## config.mk

```make
export PLATFORM = sky130hd
export DESIGN_NAME = pipeline_hazard_controller
export DESIGN_NICKNAME = d
export VERILOG_FILES = /design/src/rtl/pipe_ctrl_pkg.sv /design/src/rtl/pipeline_hazard_controller_load_use.sv /design/src/rtl/pipeline_hazard_controller.sv
export SDC_FILE = /design/constraint.sdc
export NUM_CORES = 1
export LEC_CHECK = 0
export ABC_AREA = 1
export CAP_MARGIN = 20
export CELL_PAD_IN_SITES_DETAIL_PLACEMENT = 1
export CELL_PAD_IN_SITES_GLOBAL_PLACEMENT = 1
export CORE_MARGIN = 2
export CORE_UTILIZATION = 31
export CTS_BUF_LIST = sky130_fd_sc_hd__clkbuf_8
export DETAILED_ROUTE_END_ITERATION = 16
export PLACE_DENSITY_LB_ADDON = 0.1
export REMOVE_ABC_BUFFERS = 1
export SLEW_MARGIN = 25
export SYNTH_ARGS = -nofsm -noshare
export SYNTH_HDL_FRONTEND = slang
export SYNTH_SLANG_ARGS = --single-unit
```

## constraint.sdc

```tcl
create_clock -name clk -period 2.4 [get_ports clk]
set_clock_uncertainty 0.1 [all_clocks]
set_input_delay 0.72 -clock clk [delete_from_list [all_inputs] [get_ports clk]]
set_output_delay 0.72 -clock clk [all_outputs]
set_load 0.01 [all_outputs]
```

## src/rtl/pipe_ctrl_pkg.sv

```systemverilog
`default_nettype none
// ============================================================================
//  Module      : pipe_ctrl_pkg
//  Description : Shared types and constants for the pipeline hazard
//                controller: sequencer state encoding, the hard-wired zero
//                register index and the memory-wait counter width.
//  Revision    : 1.0 - initial release
// ============================================================================
package pipe_ctrl_pkg;

    // RUN: normal issue.  MEM_WAIT: multi-cycle data-memory access in flight.
    typedef enum logic [0:0] {
        RUN      = 1'b0,
        MEM_WAIT = 1'b1
    } ctrl_state_t;

    // Register x0 is hard-wired to zero; it never carries a true dependency.
    localparam logic [4:0] REG_X0 = 5'd0;

    // Width of the memory-wait down-counter (covers latencies up to 16).
    localparam int WAIT_W = 4;

    // Value loaded into the wait counter when a freeze starts. The first
    // frozen cycle is spent in RUN, so the counter covers the remaining
    // latency-2 frozen cycles before the release cycle.
    function automatic logic [WAIT_W-1:0] wait_init(input int latency);
        if (latency < 2) begin
            return '0;
        end
        return WAIT_W'(latency - 2);
    endfunction

endpackage : pipe_ctrl_pkg
`default_nettype wire

```

## src/rtl/pipeline_hazard_controller_load_use.sv

```systemverilog
`default_nettype none
// ============================================================================
//  Module      : load_use_detect
//  Description : Combinational load-use hazard compare between the
//                instruction in ID and a load sitting in EX.
//  Ports       : id_rs1, id_rs2   - source register fields in ID
//                id_uses_rs2      - ID instruction actually reads rs2
//                ex_rd            - destination register of the EX stage
//                ex_mem_read      - EX stage holds a load
//                load_use         - hazard detected (stall required)
//  Revision    : 1.0 - initial release
// ============================================================================
module load_use_detect
    import pipe_ctrl_pkg::*;
(
    input  logic [4:0] id_rs1,
    input  logic [4:0] id_rs2,
    input  logic       id_uses_rs2,
    input  logic [4:0] ex_rd,
    input  logic       ex_mem_read,
    output logic       load_use
);

    logic w_rs1_hit;
    logic w_rs2_hit;

    assign w_rs1_hit = (ex_rd == id_rs1);
    // rs2 only matters when the instruction really reads it (I-type loads
    // carry immediate bits in that field).
    assign w_rs2_hit = id_uses_rs2 && (ex_rd == id_rs2);

    assign load_use = ex_mem_read && (ex_rd != REG_X0) && (w_rs1_hit || w_rs2_hit);

endmodule : load_use_detect
`default_nettype wire

```

## src/rtl/pipeline_hazard_controller.sv

```systemverilog
`default_nettype none
// ============================================================================
//  Module      : pipeline_hazard_controller
//  Description : Central stall/flush sequencer for the 5-stage pipeline.
//                Freezes the pipe during multi-cycle memory accesses,
//                squashes younger instructions on a taken branch in MEM and
//                inserts a single bubble on a load-use hazard. Keeps
//                saturating stall and flush statistics.
//  Parameters  : MEM_LATENCY - cycles a load/store occupies MEM (1..16)
//                CNT_W       - statistics counter width
//  Ports       : clk, reset (sync, active-low)
//                id_*/ex_*   - hazard detection inputs
//                mem_*       - branch resolution and memory access inputs
//                pc_write, *_write, *_flush, *_bubble - pipeline controls
//                stall_count, flush_count - saturating statistics
//  Revision    : 1.0 - initial release
// ============================================================================
module pipeline_hazard_controller
    import pipe_ctrl_pkg::*;
#(
    parameter int MEM_LATENCY = 2,
    parameter int CNT_W       = 16
) (
    input  logic             clk,
    input  logic             reset,
    input  logic [4:0]       id_rs1,
    input  logic [4:0]       id_rs2,
    input  logic             id_uses_rs2,
    input  logic [4:0]       ex_rd,
    input  logic             ex_mem_read,
    input  logic             mem_branch,
    input  logic             mem_branch_taken,
    input  logic             mem_access,
    output logic             pc_write,
    output logic             ifid_write,
    output logic             ifid_flush,
    output logic             idex_write,
    output logic             idex_bubble,
    output logic             exmem_write,
    output logic             exmem_flush,
    output logic             memwb_bubble,
    output logic [CNT_W-1:0] stall_count,
    output logic [CNT_W-1:0] flush_count
);

    localparam logic [WAIT_W-1:0] c_wait_init = wait_init(MEM_LATENCY);

    ctrl_state_t       r_state;
    logic [WAIT_W-1:0] r_wait_cnt;
    logic [CNT_W-1:0]  r_stall_count;
    logic [CNT_W-1:0]  r_flush_count;

    logic w_multi_cycle;
    logic w_load_use;
    logic w_taken;
    logic w_freeze_entry;
    logic w_freeze;
    logic w_branch_act;

    logic w_pc_write;
    logic w_ifid_write;
    logic w_ifid_flush;
    logic w_idex_write;
    logic w_idex_bubble;
    logic w_exmem_write;
    logic w_exmem_flush;
    logic w_memwb_bubble;

    // A single-cycle memory never needs to freeze the pipe.
    generate
        if (MEM_LATENCY > 1) begin : g_multi_cycle_mem
            assign w_multi_cycle = 1'b1;
        end else begin : g_single_cycle_mem
            assign w_multi_cycle = 1'b0;
        end
    endgenerate

    load_use_detect u_load_use_detect (
        .id_rs1      (id_rs1),
        .id_rs2      (id_rs2),
        .id_uses_rs2 (id_uses_rs2),
        .ex_rd       (ex_rd),
        .ex_mem_read (ex_mem_read),
        .load_use    (w_load_use)
    );

    assign w_taken = mem_branch && mem_branch_taken;

    // A branch and a memory op can never legally share EX/MEM; if they do,
    // the branch wins and no freeze is started.
    assign w_freeze_entry = (r_state == RUN) && mem_access && !mem_branch && w_multi_cycle;
    // In MEM_WAIT the last cycle (wait_cnt==0) releases the freeze; the
    // still-asserted mem_access belongs to the same instruction and is ignored.
    assign w_freeze       = w_freeze_entry || ((r_state == MEM_WAIT) && (r_wait_cnt != '0));

    always_comb begin
        w_pc_write     = 1'b1;
        w_ifid_write   = 1'b1;
        w_ifid_flush   = 1'b0;
        w_idex_write   = 1'b1;
        w_idex_bubble  = 1'b0;
        w_exmem_write  = 1'b1;
        w_exmem_flush  = 1'b0;
        w_memwb_bubble = 1'b0;
        w_branch_act   = 1'b0;
        if (!reset) begin
            w_pc_write     = 1'b0;
            w_ifid_write   = 1'b0;
            w_ifid_flush   = 1'b1;
            w_idex_write   = 1'b0;
            w_idex_bubble  = 1'b1;
            w_exmem_write  = 1'b0;
            w_exmem_flush  = 1'b1;
            w_memwb_bubble = 1'b1;
        end else if (w_freeze) begin
            w_pc_write     = 1'b0;
            w_ifid_write   = 1'b0;
            w_idex_write   = 1'b0;
            w_exmem_write  = 1'b0;
            w_memwb_bubble = 1'b1;
        end else if (w_taken) begin
            // The load (if any) in EX is squashed too, so load-use is moot.
            w_branch_act   = 1'b1;
            w_ifid_flush   = 1'b1;
            w_idex_bubble  = 1'b1;
            w_exmem_flush  = 1'b1;
        end else if (w_load_use) begin
            w_pc_write     = 1'b0;
            w_ifid_write   = 1'b0;
            w_idex_bubble  = 1'b1;
        end
    end

    always_ff @(posedge clk) begin
        if (!reset) begin
            r_state       <= RUN;
            r_wait_cnt    <= '0;
            r_stall_count <= '0;
            r_flush_count <= '0;
        end else begin
            case (r_state)
                RUN: begin
                    if (w_freeze_entry) begin
                        r_state    <= MEM_WAIT;
                        r_wait_cnt <= c_wait_init;
                    end
                end
                MEM_WAIT: begin
                    if (r_wait_cnt != '0) begin
                        r_wait_cnt <= r_wait_cnt - WAIT_W'(1);
                    end else begin
                        r_state <= RUN;
                    end
                end
                default: begin
                    r_state    <= RUN;
                    r_wait_cnt <= '0;
                end
            endcase

            if (!w_pc_write && (r_stall_count != '1)) begin
                r_stall_count <= r_stall_count + CNT_W'(1);
            end
            if (w_branch_act && (r_flush_count != '1)) begin
                r_flush_count <= r_flush_count + CNT_W'(1);
            end
        end
    end

    assign pc_write     = w_pc_write;
    assign ifid_write   = w_ifid_write;
    assign ifid_flush   = w_ifid_flush;
    assign idex_write   = w_idex_write;
    assign idex_bubble  = w_idex_bubble;
    assign exmem_write  = w_exmem_write;
    assign exmem_flush  = w_exmem_flush;
    assign memwb_bubble = w_memwb_bubble;
    assign stall_count  = r_stall_count;
    assign flush_count  = r_flush_count;

endmodule : pipeline_hazard_controller
`default_nettype wire

```

==> metrics.md <==
| Metric | Value |
|---|---|
| Yosys Warn Count | `0` |
| Leak | `1.32 nW` |
| CP delay by family, top | `simple AND/OR/NAND/NOR gates` |
| Worst Slack Setup Final | `-0.0470 ns` |
| Drt pass-1 iters | `4` |
| Tcrit/Tclk final | `102%` |
| Asr flop ratio synth | `0%` |
| Synth cell count leaders | `nand2_1 (91), inv_1 (39), nand3_1 (39), dfxtp_1 (37), nor2_1 (35)` |
| Critical Path End Type | `output pin` |
| First-pass GRT wire length | `approximately 13 mm` |
| HPWL after DPL | `between 5 and 6 mm` |
| Synthesized area per cell | `approximately 6.6 um^2` |
| Pwr dens | `405 nW/um^2` |
| Routed Antenna Nets | `0` |
| Row Count | `31` |
| Clk buf depth | `2` |
| Wire length per cell | `14.3 um` |
| Dominant cell type by area after synthesis | `dfxtp_1` |
| Number of synthesized register bits | `37` |
| Worst-margin pin slew | `about 0.4 ns` |
| Crit path cell chain | `clkdlybuf4s15_2 > nand2_1 > nand2_1 > nor2_2 > nand3_2 > nand2_2 > nand3_2 > nand2_2 > inv_2 > buf_6` |
| GRT Resource Usage Total | `about a fifth` |
| Multi-input gate area | `about 1500 um^2` |
| Max Fclk | `0.409 GHz` |
| Die width | `between 90 and 100 um` |
| Delay of the slowest critical-path stage | `roughly 0.2 ns` |
| Later-pin clock latency in the skew report | `~0.3 ns` |
| Initial Utilization | `32.4%` |
| Final setup violating endpoints | `3` |
| Slew headroom | `approximately 73%` |
| Gpl congestion | `0.819` |
| Port Buffers | `61` |
| Initial antenna violation count | `0` |
| Post-Syn Instances | `360` |
| Max-Cap Viols | `0` |
| Top cells by area, synth | `dfxtp_1 (31%), nand2_1 (14%), nand3_1 (8.2%)` |
| RSZ-0062 raised after global routing | `yes` |
| Vias | `around 2,600` |
| Die Height | `between 90 and 100 um` |
| Worst Path Max Fanout | `2` |
| Placed cell area | `approximately 3200 um^2` |
| Finished Cell Area | `around 3500 um^2` |
| Crit path depth | `10` |
| Area Overhead vs Synth | `45.4%` |
| WP buf/inv | `3` |
| Synth Cell Area | `between 2000 and 2500 um^2` |
| DRC | `0` |
| Vias in the first global route | `around 2,800` |
| Post-synth EDFFs | `0` |
| Share of layout cells above drive strength 1 | `between 20 and 30%` |
| CTS tree | `yes` |
| Final Slew Violations | `0` |
| Worst path arrival time | `~1.6 ns` |
| CTS Hold Bufs | `0` |
| Post-synth top area share | `31.2%` |
| Clk pin slew, worst setup/hold paths | `0.09 ns` |
| Most frequent cell after synthesis | `nand2_1` |
| Reg2reg path depth | `14` |
| Grt ovf | `0` |
| Io pins | `just over 60` |
| H-tree levels | `2` |
| # clock sinks | `37` |
| Pin count of the biggest net entering global routing | `27` |
| Setup CP Type | `input port to output pin` |
| Yosys cell types | `30` |
| Diodes inserted | `0` |
| Fill cells | `971` |
| Hold Path Depth | `2` |
| Worst vdd ir | `roughly 180 uV` |
| Worst EP required | `1.58 ns` |
| Die Area | `8380 um^2` |
| Final min period | `2.45 ns` |
| Final Util | `a little under half` |
| Core area | `about 7300 um^2` |
| Slowest cell on crit path | `clkdlybuf4s15_2` |
| Initial DRC Count | `66` |
| Status | `complete, but fails checks` |
| Worst min path class | `flop to flop` |
| Critical path launch point type | `input port` |
| Via density | `~4.8` |
| CTS root buf | `clkbuf_8` |
| Number of buffers created by CTS | `5` |
| Drt total wl | `around 7.9 mm` |
| Failing checks | `setup timing` |
| Seq/Total Area, Yosys | `between 30% and 40%` |
| FF+latch area | `742 um^2` |
| Final #Nets | `around 480` |
| Final-report hold violation count | `0` |
| Top_reg_cell synth | `dfxtp_1` |
[worst paths after layout]
kind	from	end	slack [ns]
hold / removal	stall_count[3]	stall_count[3]	0.41
setup / recovery	id_rs2[0]	pc_write	-0.05
hold reg to reg	stall_count[3]	stall_count[3]	0.41
setup reg to reg	r_wait_cnt[0]	stall_count[11]	0.20
[per-layer routing]
| metal | up-vias | wire length, um | GRT usage, % |
|---|---|---|---|
| li1 | 1344 | - | - |
| met2 | 55 | 3800 | 31.7 |
| met1 | 1241 | 3680 | 24.7 |
| met5 | - | 0 | 0 |
| met3 | 8 | 328 | 3.32 |
| met4 | 0 | 95 | 4.92 |
[worst register-to-register path, stage by stage (launching register included)]
cell and delay (ns):
dfxtp_2 0.32, inv_2 0.07, ha_4 0.13, nand4_1 0.08
and2_4 0.18, buf_6 0.12, nor2_4 0.13, nand2_2 0.08
buf_4 0.13, buf_4 0.12, buf_4 0.12, buf_4 0.22
nand2_4 0.16, nand2_1 0.08, a21oi_2 0.11
[layout by cell type, fill, tap and decap left out, types with 12 or more instances in the layout]
cell | synthesis | layout
dfxtp_1 | 37 | 36
inv_2 | 7 | 12
clkdlybuf4s50_1 | 0 | 32
buf_4 | 4 | 38
nand2_1 | 91 | 81
buf_2 | 5 | 15
a21oi_1 | 22 | 22
nand2_2 | 3 | 13
inv_1 | 39 | 32
xor2_1 | 15 | 15
nand3_1 | 39 | 36
nor2_1 | 35 | 30
[cell type report]
class                           count  area share [%]
Clock inverter                      3           0.507
Multi-Input combinational cell    266            43.2
Inverter                           46            5.15
Tap cell                           99            3.59
Clock buffer                        5            1.99
Sequential cell                    37            21.5
Timing Repair Buffer               98            24.0
[per-stage QoR]
stage / hold WS, ns / instances / setup WS [ns] / total power (W) / setup TNS [ns]
floorplan: 0.363 / 348 / -0.241 / 0.000766 / -3.13
global placement: 0.388 / 531 / -0.799 / 0.000911 / -11.34
detailed placement: 0.394 / 531 / -0.838 / 0.000920 / -12.77
CTS: 0.407 / 553 / -0.0585 / 0.00138 / -0.144
global route: 0.424 / 554 / -0.111 / 0.00147 / -0.332
finish: 0.408 / 554 / -0.0470 / 0.00140 / -0.124
[flip-flops by register name, indices dropped and copies added, names as in the netlist]
register	cells
stall_count	16
r_wait_cnt	4
r_state	1
flush_count	16
[cell families (layout without fill, tap and decap cells)]
logic type / Yosys count / after routing / share of synthesized area [%]
xor gates and xnor gates: 24 / 24 / 8.85
AOI/OAI and AO/OA: 43 / 43 / 11.1
and+or+nand+nor: 195 / 196 / 36.9
DFF: 37 / 37 / 31.2
buffers and inverters: 58 / 152 / 10.4
adders and majority gates: 3 / 3 / 1.58
[power breakdown]
part / internal (W) / switching, W / total (W)
registers: 0.000628 / 0.0000148 / 0.000643
clock network: 0.000201 / 0.000248 / 0.000449
logic: 0.000145 / 0.000160 / 0.000305
[what timing repair did]
action	in CTS	in global routing
setup buffers	14	1
pin swaps	26	23
setup endpoints to repair	8	26
endpoints found under the hold margin	0	0
cloned	0	1
resized for setup	113	36
Note: power is estimated with default switching activity, not from simulation.
